### src/rtl/spi_slave_frame_ctrl.sv
// spi_slave_frame_ctrl: SPI slave that deserialises {cmd, payload} frames, checks cmd/state
// consistency, and serialises RAM read data back on MISO with a tx_valid timeout.
module spi_slave_frame_ctrl #(
  parameter int DATA_W     = 8,
  parameter int TX_TIMEOUT = 16
) (
  input  logic              clk,
  input  logic              rst_n,
  input  logic              SS_n,
  input  logic              MOSI,
  output logic              MISO,
  output logic [DATA_W+1:0] rx_data,
  output logic              rx_valid,
  input  logic [DATA_W-1:0] tx_data,
  input  logic              tx_valid,
  output logic              rd_pending,
  output logic              frame_err
);
  localparam int FRAME_W = DATA_W + 2;
  localparam int CW      = $clog2(FRAME_W + 1);
  localparam int TW      = $clog2(TX_TIMEOUT + 1);
  typedef enum logic [2:0] {IDLE, CHK_CMD, WRITE, READ_ADD, READ_DATA, WAIT_TX, SHIFT_OUT, DONE} state_t;
  state_t              state_q, state_d;
  logic [CW-1:0]       cnt_q, cnt_d;
  logic [TW-1:0]       timer_q, timer_d;
  logic [FRAME_W-1:0]  rx_data_q, rx_data_d;
  logic [DATA_W-1:0]   shreg_q, shreg_d;
  logic                rx_valid_q, rx_valid_d, frame_err_q, frame_err_d;
  logic                rd_pending_q, rd_pending_d, miso_q, miso_d;
  logic [1:0]          cmd;
  logic                shifting, legal;
  assign cmd      = rx_data_q[FRAME_W-1 -: 2];
  assign shifting = state_q inside {WRITE, READ_ADD, READ_DATA};
  assign legal    = (state_q == WRITE && !cmd[1]) || (state_q == READ_ADD && cmd == 2'b10) ||
                    (state_q == READ_DATA && cmd == 2'b11);
  always_comb begin
    state_d      = state_q;
    cnt_d        = cnt_q;
    timer_d      = '0;
    rx_data_d    = rx_data_q;
    shreg_d      = shreg_q;
    rx_valid_d   = 1'b0;
    frame_err_d  = 1'b0;
    rd_pending_d = rd_pending_q;
    miso_d       = miso_q;
    // Deselect wins over everything; only an incomplete or in-flight frame is an error.
    if (state_q != IDLE && SS_n) begin
      state_d     = IDLE;
      miso_d      = 1'b0;
      frame_err_d = state_q == CHK_CMD || (shifting && cnt_q != '0) ||
                    state_q == WAIT_TX || state_q == SHIFT_OUT;
    end else begin
      case (state_q)
        IDLE: begin
          miso_d  = 1'b0;
          state_d = SS_n ? IDLE : CHK_CMD;
        end
        CHK_CMD: begin
          rx_data_d[FRAME_W-1] = MOSI;
          cnt_d                = CW'(FRAME_W - 1);
          state_d              = !MOSI ? WRITE : rd_pending_q ? READ_DATA : READ_ADD;
        end
        WRITE, READ_ADD, READ_DATA: begin
          if (cnt_q != '0) begin
            rx_data_d[cnt_q - CW'(1)] = MOSI;
            cnt_d                     = cnt_q - CW'(1);
          end else begin
            rx_valid_d   = legal;
            frame_err_d  = !legal;
            rd_pending_d = (legal && state_q == READ_ADD) ? 1'b1 : rd_pending_q;
            state_d      = (legal && state_q == READ_DATA) ? WAIT_TX : DONE;
          end
        end
        WAIT_TX: begin
          if (tx_valid) begin
            shreg_d = tx_data;
            cnt_d   = CW'(DATA_W);
            state_d = SHIFT_OUT;
          end else if (timer_q == TW'(TX_TIMEOUT - 1)) begin
            frame_err_d = 1'b1;
            state_d     = DONE;
          end else begin
            timer_d = timer_q + TW'(1);
          end
        end
        SHIFT_OUT: begin
          miso_d  = shreg_q[DATA_W-1];
          shreg_d = shreg_q << 1;
          cnt_d   = cnt_q - CW'(1);
          if (cnt_q == CW'(1)) begin
            rd_pending_d = 1'b0;
            state_d      = DONE;
          end
        end
        DONE: state_d = DONE;
        default: state_d = IDLE;
      endcase
    end
  end
  always_ff @(posedge clk or negedge rst_n) begin
    if (!rst_n) begin
      state_q      <= IDLE;
      cnt_q        <= '0;
      timer_q      <= '0;
      rx_data_q    <= '0;
      shreg_q      <= '0;
      rx_valid_q   <= 1'b0;
      frame_err_q  <= 1'b0;
      rd_pending_q <= 1'b0;
      miso_q       <= 1'b0;
    end else begin
      state_q      <= state_d;
      cnt_q        <= cnt_d;
      timer_q      <= timer_d;
      rx_data_q    <= rx_data_d;
      shreg_q      <= shreg_d;
      rx_valid_q   <= rx_valid_d;
      frame_err_q  <= frame_err_d;
      rd_pending_q <= rd_pending_d;
      miso_q       <= miso_d;
    end
  end
  assign MISO       = miso_q;
  assign rx_data    = rx_data_q;
  assign rx_valid   = rx_valid_q;
  assign frame_err  = frame_err_q;
  assign rd_pending = rd_pending_q;
endmodule
### config.mk
export PLATFORM = sky130hd
export DESIGN_NAME = spi_slave_frame_ctrl
export DESIGN_NICKNAME = d
export VERILOG_FILES = /design/src/rtl/spi_slave_frame_ctrl.sv
export SDC_FILE = /design/constraint.sdc
export NUM_CORES = 1
export LEC_CHECK = 0
export CAP_MARGIN = 20
export CORE_UTILIZATION = 54
export CTS_CLUSTER_SIZE = 20
export DETAILED_ROUTE_END_ITERATION = 7
export MAX_ROUTING_LAYER = met4
export PLACE_DENSITY = 0.76
export SLEW_MARGIN = 20
export SYNTH_ARGS = -nofsm -noshare
export SYNTH_HDL_FRONTEND = slang
export SYNTH_SLANG_ARGS = --single-unit
### constraint.sdc
create_clock -name clk -period 2.5 [get_ports clk]
set_input_delay 0.375 -clock clk [delete_from_list [all_inputs] [get_ports clk]]
set_output_delay 0.375 -clock clk [all_outputs]
set_load 0.02 [all_outputs]
# Word-level counts from Yosys, hierarchy flattened
# Index checks and enable logic that the tools add are counted.
[word_totals]
reg_bits = 34
inputBits = 13
elab_cells = 103
[classes]
add_sub_neg = 2
magnitude_cmp = 2
eq_ne = 19
mux = 38
bitwise = 1
n_reduce_logical = 31
[op_table]
columns = ["cell", "count"]
rows = [
  ["$mux 3", 7],
  ["$mux 5", 4],
  ["$pmux 3 s6", 1],
  ["$pmux 4 s4", 1],
  ["$pmux 8 s2", 1],
  ["$mux 1", 13],
  ["$eq 3x3->1 const B", 4],
  ["$reduce_and 3->1", 4],
  ["$bwmux 10", 1],
  ["$mux 10", 1],
  ["$reduce_bool 3->1", 3],
  ["$logic_and 1x1->1", 8],
  ["$mux 4", 2],
  ["$mux 8", 1],
  ["$ne 2x2->1 const B", 4],
  ["$pmux 1 s2", 4],
  ["$reduce_bool 4->1", 2],
  ["$eq 3x2->1 const B", 2],
  ["$reduce_bool 2->1", 3],
  ["$add 5x1->5 const B", 1],
  ["$eq 5x4->1 const B", 1],
  ["$logic_or 1x1->1", 5],
  ["$lt 4x5->1 const B", 1],
  ["$reduce_and 5->1", 1],
  ["other kinds (16)", 18],
]

# Logic depth before layout (Yosys ltp)
# Gate-level depths: netlist of the first run.
[depth]
ltp_word = 9
mapped_depth = 8
depth_no_buf = 7

# Least setup slack after synthesis of the first run
# OpenSTA, ideal clock, no wires.
[synth_timing]
path_kind = "reg2reg"
start = "register cnt_q[0]"
end = "register rx_data_q[9], in the netlist rx_data[9]"
setup_time_ns = 0.125
arrival_time_ns = 1.813
t_required_ns = 2.375
setup_slack_ns = 0.562
stages_incl_launch_ff = 9
period_less_slack_ns = 1.938
path_cell_list = "dfrtp_1 inv_1 ha_1 or3b_1 o211a_1 buf_6 nand2_4 o32ai_2 mux2_4"
[synth_via]
elab_chain_len = 8
word_cells_on_any_way = 12
cone_classes = "add/sub: 1; order compare: 2; eq/ne: 1; mux: 5; reduce/logical: 3"
[synth_rtl]
columns = ["element", "line", "rtl"]
rows = [
  ["start: declaration", "24", "logic [CW-1:0] cnt_q, cnt_d;"],
  ["start signal: assignment", "113", "cnt_q <= cnt_d;"],
  ["$sub 4x1->4", "65", "rx_data_d[cnt_q - CW'(1)] = MOSI;"],
  ["$lt 4x5->1 (not written as such) / $ge 4x1->1 (equally long branches)", "65", ""],
  ["$logic_and 1x1->1 (not written as such)", "65", ""],
  ["$mux 1 (not written as such)", "65", ""],
  ["$demux 1 s4", "65", ""],
  ["$bwmux 10", "65", ""],
  ["$mux 10", "64", "if (cnt_q != '0) begin"],
  ["$pmux 1 s2", "53", "case (state_q)"],
  ["end signal: assignment", "115", "rx_data_q <= rx_data_d;"],
  ["end: declaration", "26", "logic [FRAME_W-1:0] rx_data_q, rx_data_d;"],
]
# Parallel ways exist; a longest one is shown, timed or not. The select of a mux whose other input is x is not followed.
# A chain may end at the register's enable or synchronous reset.

# Worst setup path after layout of the first run
[layout_timing]
start = "register cnt_q[0]"
end = "register rx_data_q[7], in the netlist rx_data[7]"
[layout_via]
elab_chain_len = 6
word_cells_on_any_way = 9
cone_classes = "add/sub: 1; order compare: 2; mux: 3; reduce/logical: 3"
[layout_rtl]
columns = ["element", "line"]
rows = [
  ["$sub 4x1->4", "65"],
  ["$lt 4x5->1 (not written as such) / $ge 4x1->1 (equally long branches)", "65"],
  ["$logic_and 1x1->1 (not written as such)", "65"],
  ["$mux 1 (not written as such)", "65"],
  ["$demux 1 s4", "65"],
  ["$bwmux 10", "65"],
]
# Parallel ways exist; a longest one is shown, timed or not.

==> results of run 1 <==
## layer usage
metal / vias up / wire length (um) / track usage (%)
li1: 762 / - / -
met1: 740 / 1780 / 29.6
met2: 40 / 1960 / 38.6
met3: 8 / 213 / 7.04
met4: 0 / 73 / 10.2
met5: - / 0 / -
## flip-flops by register name (all words and copies together), names as in the netlist, 3 cells and up
signal / count
state_q: 3
cnt_q: 4
rx_data: 10
shreg_q: 8
timer_q: 5
## Yosys cell counts (all sizes together), types with 7 or more instances
library cell	n	share of area [%]
o21ai	17	4.8
a21oi	16	4.3
buf	8	2.7
ha	7	4.5
mux2	10	6.0
inv	9	1.7
nand2	9	2.1
dfrtp	34	44
nand3	13	3.3
nor2	19	3.7
## worst max-delay path, cell delays in order, from the launching register on
cell	delay (ns)
sky130_fd_sc_hd__dfrtp_1	0.46
sky130_fd_sc_hd__inv_1	0.17
sky130_fd_sc_hd__ha_1	0.28
sky130_fd_sc_hd__and2b_1	0.19
sky130_fd_sc_hd__a21oi_1	0.07
sky130_fd_sc_hd__o21ai_0	0.47
sky130_fd_sc_hd__nand3_1	0.16
sky130_fd_sc_hd__mux2_2	0.30
## per-stage QoR
step                utilization [%]  hold slack (ns)  power [mW]
floorplan                         -           0.0794        1.78
global placement               65.7            0.445        2.09
detailed placement             65.7            0.481        2.13
CTS                            68.1            0.441        2.56
global route                   68.1            0.474        2.74
finish                         68.1            0.422        2.55
## cells in the final DEF (no fill, tap or decap), types with 4 or more instances in the layout
cell type,netlist,final
sky130_fd_sc_hd__nand2_1,8,8
sky130_fd_sc_hd__nor2_1,19,19
sky130_fd_sc_hd__ha_1,7,7
sky130_fd_sc_hd__dfrtp_1,34,34
sky130_fd_sc_hd__inv_1,9,9
sky130_fd_sc_hd__a21oi_1,15,15
sky130_fd_sc_hd__nor3_1,5,5
sky130_fd_sc_hd__nand3b_1,4,4
sky130_fd_sc_hd__clkdlybuf4s50_1,0,26
sky130_fd_sc_hd__clkbuf_4,0,5
sky130_fd_sc_hd__mux2i_1,6,6
sky130_fd_sc_hd__nand3_1,13,13
sky130_fd_sc_hd__mux2_2,9,9
sky130_fd_sc_hd__o21ai_0,15,15
sky130_fd_sc_hd__nand2b_1,6,6
## cell families (layout without fill, tap and decap cells)
| kind of cell | after synthesis | after routing |
|---|---|---|
| buf+inv | 19 | 45 |
| fa+ha+maj | 7 | 7 |
| compound gates | 49 | 49 |
| mux | 16 | 16 |
| flops | 34 | 34 |
| simple gates | 72 | 72 |
| xor+xnor | 3 | 3 |
## power by group
| part | internal (mW) | switching [mW] |
|---|---|---|
| Sequential | 0.737 | 0.230 |
| Clock | 0.233 | 0.182 |
| Combinational | 0.545 | 0.624 |
## worst max path at each step
stage	endpoint	slack, ns	cells after the start
after CTS	rx_data[9]	0.33	7
final	rx_data[7]	0.29	7
after global placement	rx_data[5]	0.45	6
after floorplan	rx_data[9]	0.56	8
after global routing	rx_data[7]	0.12	7
after detailed placement	rx_data[9]	0.33	7
## final cells by class
type / count / area [um2]
clock inverters: 1 / 30.0
inverters: 9 / 33.8
clock buffers: 6 / 51.3
fillers: 276 / 1080
multi-input cells: 147 / 1000
well taps: 46 / 57.6
repair buffers: 29 / 283
flip-flops and latches: 34 / 851
==> impl_metrics.toml, run 1 <==
[status]
run_status = "completed"

[timing]
setup_ws_ns = 0.287
timing.final.max_slew_violations = 0
final.min_clock_period_ns = 2.21
fmax_ghz = 0.452
clock_skew_ns = 0.00498
grt_setup_unrepaired = "no"
final_hold_viol_count = 0
fin_crit_sh_pct = 88.5
max_slew_margin_pct = 58.0
tightest_slew_ns = 0.630
setup_viol_count_final = 0
setup_tns_ns = 0

[clock_tree]
cts-root-to-sink-buffers = 2
cts_made_buffers = 5
setup_repair_bufs_after_cts = 0
cts-resized-gates = 0
tritoncts_clock_tree = "yes"
clock_insertion_delay_worst_skew_ns = 0.34
clkSlewWorstSetupHoldPaths_ns = 0.10
h-tree-depth = 2
cts_num_sinks = 34
clockRootBuffer = "sky130_fd_sc_hd__clkbuf_4"
ctsHoldBuffers = 0

[global_route]
grt.total_usage_pct = 24.6
antenna_found_initial = 0
grt_start_max_net_pins = 35
wire_length_of_the_first_global_routing_pass_mm = 6.54
grt_pass1_vias = 1431
global_route.overflow_total = 0

[setup_path]
worst-path-max-fanout = 7
critical_path_required_ns = 2.73
timing.critical_path.from = "cnt_q[0]"
crit_arrival_ns = 2.45
setup.worst_path.class = "register to register"
worst_setup_path_end_kind = "register"
regToRegEndpoint = "rx_data[7]"
critPathLaunchType = "register"
worstReg2RegStart = "cnt_q[0]"
rr_worst_depth = 7
worst-r2r-setup-slack_ns = 0.29

[logic_synthesis]
synth_top_family_by_area = "simple AND/OR/NAND/NOR gates"
postSynthNetCount = 220
post_synthesis_sequential_area_ratio_pct = 43.7
synth_cell_types = 47
ys_seq_elements = 34
synth_mux_area_share_pct = 9.07
synthesis.yosys.warnings = 0
mappedNetlistArea_um2 = 1950
most_instantiated_flip_flop_cell_in_the_synthesis_netlist = "sky130_fd_sc_hd__dfrtp_1"
synthArstFlopShare_pct = 100
post_synth_inst_count = 200
post_synth_and_or_nand_nor_area_fraction_pct = 20.5
synth-edff-count = 0
yosys.area_share.adder_pct = 4.50
synthesis.area_per_instance_um2 = 9.73
compound_gate_portion_of_the_synthesized_area_pct = 16.1
synth-xor-area-share_pct = 1.35

[final_layout]
finalNetCount = 246
layout-drive-gt1-share_pct = 14.2
insertedDiodeCount = 0
final_cell_count_no_fill = 272
final_design_area_no_fill_um2 = 2310
layout-area-overhead-vs-synth_pct = 18.6

[die]
num_io_pins = 27
floorplan.initialDensity_pct = 57.4
die_area_um2 = 3850
die-width_um = 62.0
rows = 21
die-height_um = 62.0
core-area_um2 = 3390

[routing]
detailedRoute.firstPassIterationCount = 4
route.detailed.vias_per_inst = 5.70
wl_per_cell_um = 14.8
detail-route-antenna-nets = 0
drc_errors = 0
routed-via-count = 1550
totalWireLength_mm = 4.03
drt-initial-drc-count = 53

[power]
peakVddDrop_uv = 774
power.density_cell_area_nw_per_um2 = 1110
cellLeakagePower_nw = 1.03

[worst_hold_path]
holdCritPathClass = "input port to async pin"

[placed_design]
placement.cell_area_um2 = 2230
routabilityCongestion = 0.839
place_hpwl_mm = 2.85
placedCellCount = 265
preCtsSetupSlack_ns = 0.335
buffer_ports.inserted = 26

[job]
cap_viol_max_count = 0
Power figures use the tool's default switching activity.
==> inputs of run 2 (changes only) <==
==> constraint.sdc (replaced) <==
create_clock -name clk -period 2.46 [get_ports clk]
set_input_delay 0.369 -clock clk [delete_from_list [all_inputs] [get_ports clk]]
set_output_delay 0.369 -clock clk [all_outputs]
set_load 0.02 [all_outputs]
==> run 2 against run 1 <==
Final cell count is 1.1% higher; non-clock buffer count rose by 2; maximum frequency increased by 1.8%; total power down 1.7%; register-to-register slack is essentially flat; routed wire length is 1.1% lower; sequential power increased by 0.7%; hold slack lost 0.0069 ns.
==> impl_metrics.toml, run 2 (synthesis results as in run 1) <==
[power]
internal_power_mw = 1.45
power.density_cell_area_nw_per_um2 = 1090
sw_frac_of_total_pct = 42.2
part_of_the_power_in_registers_pct = 38.8
switching_power_mw = 1.06
power.combinational.fraction_pct = 48.0
cellLeakagePower_nw = 1.03
peakVddDrop_uv = 656
power.clock.fraction_pct = 13.2

[timing]
setup_tns_ns = 0
final.min_clock_period_ns = 2.17
fmax_ghz = 0.460
hold-worst-slack_ns = 0.415
final_hold_viol_count = 0
max_slew_margin_pct = 58.2
fin_crit_sh_pct = 88.3
tightest_slew_ns = 0.627
grt_setup_unrepaired = "no"
setup_viol_count_final = 0
timing.final.max_slew_violations = 0
clock_skew_ns = 0.00704

[final_layout]
finalNetCount = 248
mostFrequentLayoutCells = "sky130_fd_sc_hd__dfrtp_1, sky130_fd_sc_hd__clkdlybuf4s50_1, sky130_fd_sc_hd__nor2_1, sky130_fd_sc_hd__o21ai_0, sky130_fd_sc_hd__a21oi_1"
finalCoreUtilization_pct = 68.0
most_common_cell_after_layout_fill_and_taps_aside = "sky130_fd_sc_hd__dfrtp_1"
layout-area-overhead-vs-synth_pct = 18.5
largest_reg_flops = 10
layout-drive-gt1-share_pct = 15.3
insertedDiodeCount = 0

[die]
die-height_um = 62.0
rows = 21
num_io_pins = 27
die_area_um2 = 3850
die-width_um = 62.0
floorplan.initialDensity_pct = 57.4
core-area_um2 = 3390

[clock_tree]
cts-root-to-sink-buffers = 2
clockRootBuffer = "sky130_fd_sc_hd__clkbuf_4"
setup_repair_bufs_after_cts = 0
clkSlewWorstSetupHoldPaths_ns = 0.11
h-tree-depth = 2
cts_made_buffers = 5
tritoncts_clock_tree = "yes"
ctsHoldBuffers = 0
cts-resized-gates = 0
clock_insertion_delay_worst_skew_ns = 0.34
cts_num_sinks = 34

[worst_hold_path]
holdCritPathClass = "input port to async pin"

[setup_path]
crit_arrival_ns = 2.40
critical_path_required_ns = 2.69
slowest_delay_ns = 0.46
cpLargestDelayFamily = "simple AND/OR/NAND/NOR gates"
worst_setup_path_end_kind = "register"
critPathLaunchType = "register"
slowest_stage = "sky130_fd_sc_hd__dfrtp_1"
bufs_and_invs_on_worst_path = 1
crit_path_cell_trace = "inv_1 -> ha_1 -> or3b_1 -> o211a_1 -> nand3_1 -> mux2_2"
worst-path-max-fanout = 10
setup.worst_path.class = "register to register"

[routing]
detailedRoute.firstPassIterationCount = 4
totalWireLength_mm = 3.99
route.detailed.vias_per_inst = 5.55
routed-via-count = 1525
drt-initial-drc-count = 71
detail-route-antenna-nets = 0
drc_errors = 0
wl_per_cell_um = 14.5

[global_route]
antenna_found_initial = 0
grt.total_usage_pct = 24.1
grt_start_max_net_pins = 35
grt_pass1_vias = 1394
global_route.overflow_total = 0
wire_length_of_the_first_global_routing_pass_mm = 6.35

[placed_design]
place_hpwl_mm = 2.86
buffer_ports.inserted = 26
routabilityCongestion = 0.862

[status]
run_status = "completed"

[job]
cap_viol_max_count = 0
run 2: cell types whose count changed in the layout (fill, tap and decap cells not counted):
cell / change
sky130_fd_sc_hd__buf_4: +2
sky130_fd_sc_hd__bufinv_16: -1
sky130_fd_sc_hd__clkinv_2: +1
sky130_fd_sc_hd__clkinvlp_4: +1
run 2: power groups by stage:
stage | Clock (mW) | Sequential [mW] | Combinational, mW
2_1_floorplan | 0 | 0.984 | 0.820
3_3_place_gp | 0 | 0.964 | 1.17
3_5_place_dp | 0 | 0.976 | 1.20
4_1_cts | 0.345 | 0.968 | 1.21
5_1_grt | 0.369 | 1.00 | 1.33
6_report | 0.330 | 0.974 | 1.20
run 2: path summary, 6_finish.rpt:
path | startpoint | end | slack [ns] | cells after the start
setup / recovery | cnt_q[0] | rx_data[3] | 0.29 | 6
hold / removal | rst_n | frame_err | 0.42 | 2
setup reg to reg | cnt_q[0] | rx_data[3] | 0.29 | 6
hold reg to reg | timer_q[0] | timer_q[0] | 0.47 | 1
max in group asynchronous | rst_n | rx_data[1] | 1.74 | 2
min in group clk | timer_q[0] | timer_q[0] | 0.47 | 1
run 2: stage by stage:
| step | area, um2 | power, mW | std cells | worst slack [ns] |
|---|---|---|---|---|
| 3_5_place_dp | 2240 | 2.17 | 267 | 0.303 |
| 4_1_cts | 2300 | 2.53 | 275 | 0.301 |
| 2_1_floorplan | 1950 | 1.80 | 200 | 0.522 |
| 3_3_place_gp | 2240 | 2.14 | 267 | 0.404 |
| 6_report | 2300 | 2.51 | 275 | 0.287 |
| 5_1_grt | 2300 | 2.70 | 275 | 0.119 |
run 2: cell type report:
class	instances	area [um2]
clock buffer	6	51.3
inverter	9	33.8
fill	269	1080
sequential	34	851
clock inverter	2	12.5
multi-input combinational	147	1000
tap	46	57.6
timing repair buffer	31	298
run 2: per-layer routing:
layer,GRT usage [%],wire [um],up-vias
li1,-,-,764
met2,38.0,1980,33
met4,9.21,28,0
met3,6.42,132,4
met1,29.5,1840,724
met5,-,0,-
==> inputs of run 3 (changes only) <==
--- a/config.mk
+++ b/config.mk
@@ -5,12 +5,11 @@
 export SDC_FILE = /design/constraint.sdc
 export NUM_CORES = 1
 export LEC_CHECK = 0
-export CAP_MARGIN = 20
 export CORE_UTILIZATION = 54
 export CTS_CLUSTER_SIZE = 20
 export DETAILED_ROUTE_END_ITERATION = 7
 export MAX_ROUTING_LAYER = met4
-export PLACE_DENSITY = 0.76
+export PLACE_DENSITY = 0.78
 export SLEW_MARGIN = 20
 export SYNTH_ARGS = -nofsm -noshare
 export SYNTH_HDL_FRONTEND = slang
==> run 3 against run 2 <==
Via count grew 1.8%; core utilization grew 0.30 points; die area is the same; non-clock buffer count shrank 1; sequential share of layout area shrank 0.16 points; maximum frequency shrank 1.4%; register-to-register slack lost 0.03 ns; hold slack gained 0.0020 ns; clock skew shrank 0.0022 ns; global-route usage grew 0.96 points; highest routed layer unchanged.
==> impl_metrics.toml, run 3 (synthesis results as in run 1) <==
[status]
run_status = "completed"

[setup_path]
worst_setup_path_end_kind = "register"
slowest_delay_ns = 0.46
crit_arrival_ns = 2.48
cpLargestDelayFamily = "simple AND/OR/NAND/NOR gates"
critical_path_required_ns = 2.74
bufs_and_invs_on_worst_path = 1
crit_path_cell_trace = "inv_1 -> ha_1 -> nor3b_1 -> o221ai_1 -> o21a_2 -> and4_1 -> nor3_2"
critPathLaunchType = "register"
worst-path-max-fanout = 8
slowest_stage = "sky130_fd_sc_hd__dfrtp_1"
setup.worst_path.class = "register to register"

[placed_design]
placedCellCount = 266
buffer_ports.inserted = 26
place_hpwl_mm = 2.97
routabilityCongestion = 0.828

[final_layout]
mostFrequentLayoutCells = "sky130_fd_sc_hd__dfrtp_1, sky130_fd_sc_hd__clkdlybuf4s50_1, sky130_fd_sc_hd__nor2_1, sky130_fd_sc_hd__a21oi_1, sky130_fd_sc_hd__o21ai_0"
finalNetCount = 247
final_cell_count_no_fill = 273
largest_reg_flops = 10
layout-area-overhead-vs-synth_pct = 19.0
layout-drive-gt1-share_pct = 14.5
most_common_cell_after_layout_fill_and_taps_aside = "sky130_fd_sc_hd__dfrtp_1"
insertedDiodeCount = 0
finalCoreUtilization_pct = 68.3

[die]
core-area_um2 = 3390
rows = 21
num_io_pins = 27
die-width_um = 62.0
floorplan.initialDensity_pct = 57.4
die_area_um2 = 3850
die-height_um = 62.0

[clock_tree]
tritoncts_clock_tree = "yes"
h-tree-depth = 2
clockRootBuffer = "sky130_fd_sc_hd__clkbuf_4"
clock_insertion_delay_worst_skew_ns = 0.35
cts_num_sinks = 34
cts_made_buffers = 5
clkSlewWorstSetupHoldPaths_ns = 0.10
cts-root-to-sink-buffers = 2

[timing]
clock_skew_ns = 0.00488
setup_tns_ns = 0
hold-worst-slack_ns = 0.417
tightest_slew_ns = 0.628
timing.final.max_slew_violations = 0
grt_setup_unrepaired = "no"
fin_crit_sh_pct = 89.6
final_hold_viol_count = 0
final.min_clock_period_ns = 2.20
max_slew_margin_pct = 58.1
setup_viol_count_final = 0
fmax_ghz = 0.454

[global_route]
grt.total_usage_pct = 25.1
grt_pass1_vias = 1520
grt_start_max_net_pins = 35
global_route.overflow_total = 0
wire_length_of_the_first_global_routing_pass_mm = 6.68
antenna_found_initial = 0

[routing]
detailedRoute.firstPassIterationCount = 4
drc_errors = 0
wl_per_cell_um = 15.0
drt-initial-drc-count = 67
routed-via-count = 1553
totalWireLength_mm = 4.10
route.detailed.vias_per_inst = 5.69
detail-route-antenna-nets = 0

[power]
cellLeakagePower_nw = 1.03
power.density_cell_area_nw_per_um2 = 1120
peakVddDrop_uv = 623

[job]
cap_viol_max_count = 0

[worst_hold_path]
holdCritPathClass = "input port to async pin"
## run 3: what timing repair did
item,CTS,global route
gates resized for setup,0,1
hold buffers,0,0
endpoints found under the hold margin,0,0
buffers inserted,0,0
endpoints found under the setup margin,0,2
## run 3: metal layers
metal	wire, um	global-route usage, %	part of all wire (%)	vias up
met4	53	8.25	1.3	0
met3	180	7.04	4.4	7
met5	0	-	0	-
met2	2030	41.5	50	37
li1	-	-	-	760
met1	1840	29.3	45	749
## run 3: report_power, final
part	internal, mW	switching, mW	total (mW)
combinational	0.555	0.635	1.19
sequential	0.749	0.237	0.986
clock	0.236	0.185	0.422
total	1.54	1.06	2.60
## run 3: cell type report
type,count,area [um2]
inverters,9,33.8
fillers,266,1070
well taps,46,57.6
clock inverters,1,30.0
repair buffers,30,290
flip-flops and latches,34,851
multi-input cells,147,1000
clock buffers,6,51.3
## run 3: metrics by stage
step	total power, mW	instance area [um2]	setup slack, ns
finish	2.60	2310	0.257
global route	2.79	2310	0.0815
CTS	2.60	2310	0.261
detailed placement	2.17	2230	0.269
global placement	2.12	2230	0.408
floorplan	1.80	1950	0.522
## run 3: worst paths after layout
| kind | startpoint | to | slack, ns | depth (start not counted) |
|---|---|---|---|---|
| setup / recovery | cnt_q[0] | cnt_q[3] | 0.26 | 7 |
| hold / removal | rst_n | rx_valid | 0.42 | 2 |
| setup reg to reg | cnt_q[0] | cnt_q[3] | 0.26 | 7 |
| hold reg to reg | timer_q[0] | timer_q[0] | 0.49 | 1 |
| max in group asynchronous | rst_n | rx_data[5] | 1.73 | 2 |
| min in group clk | timer_q[0] | timer_q[0] | 0.49 | 1 |
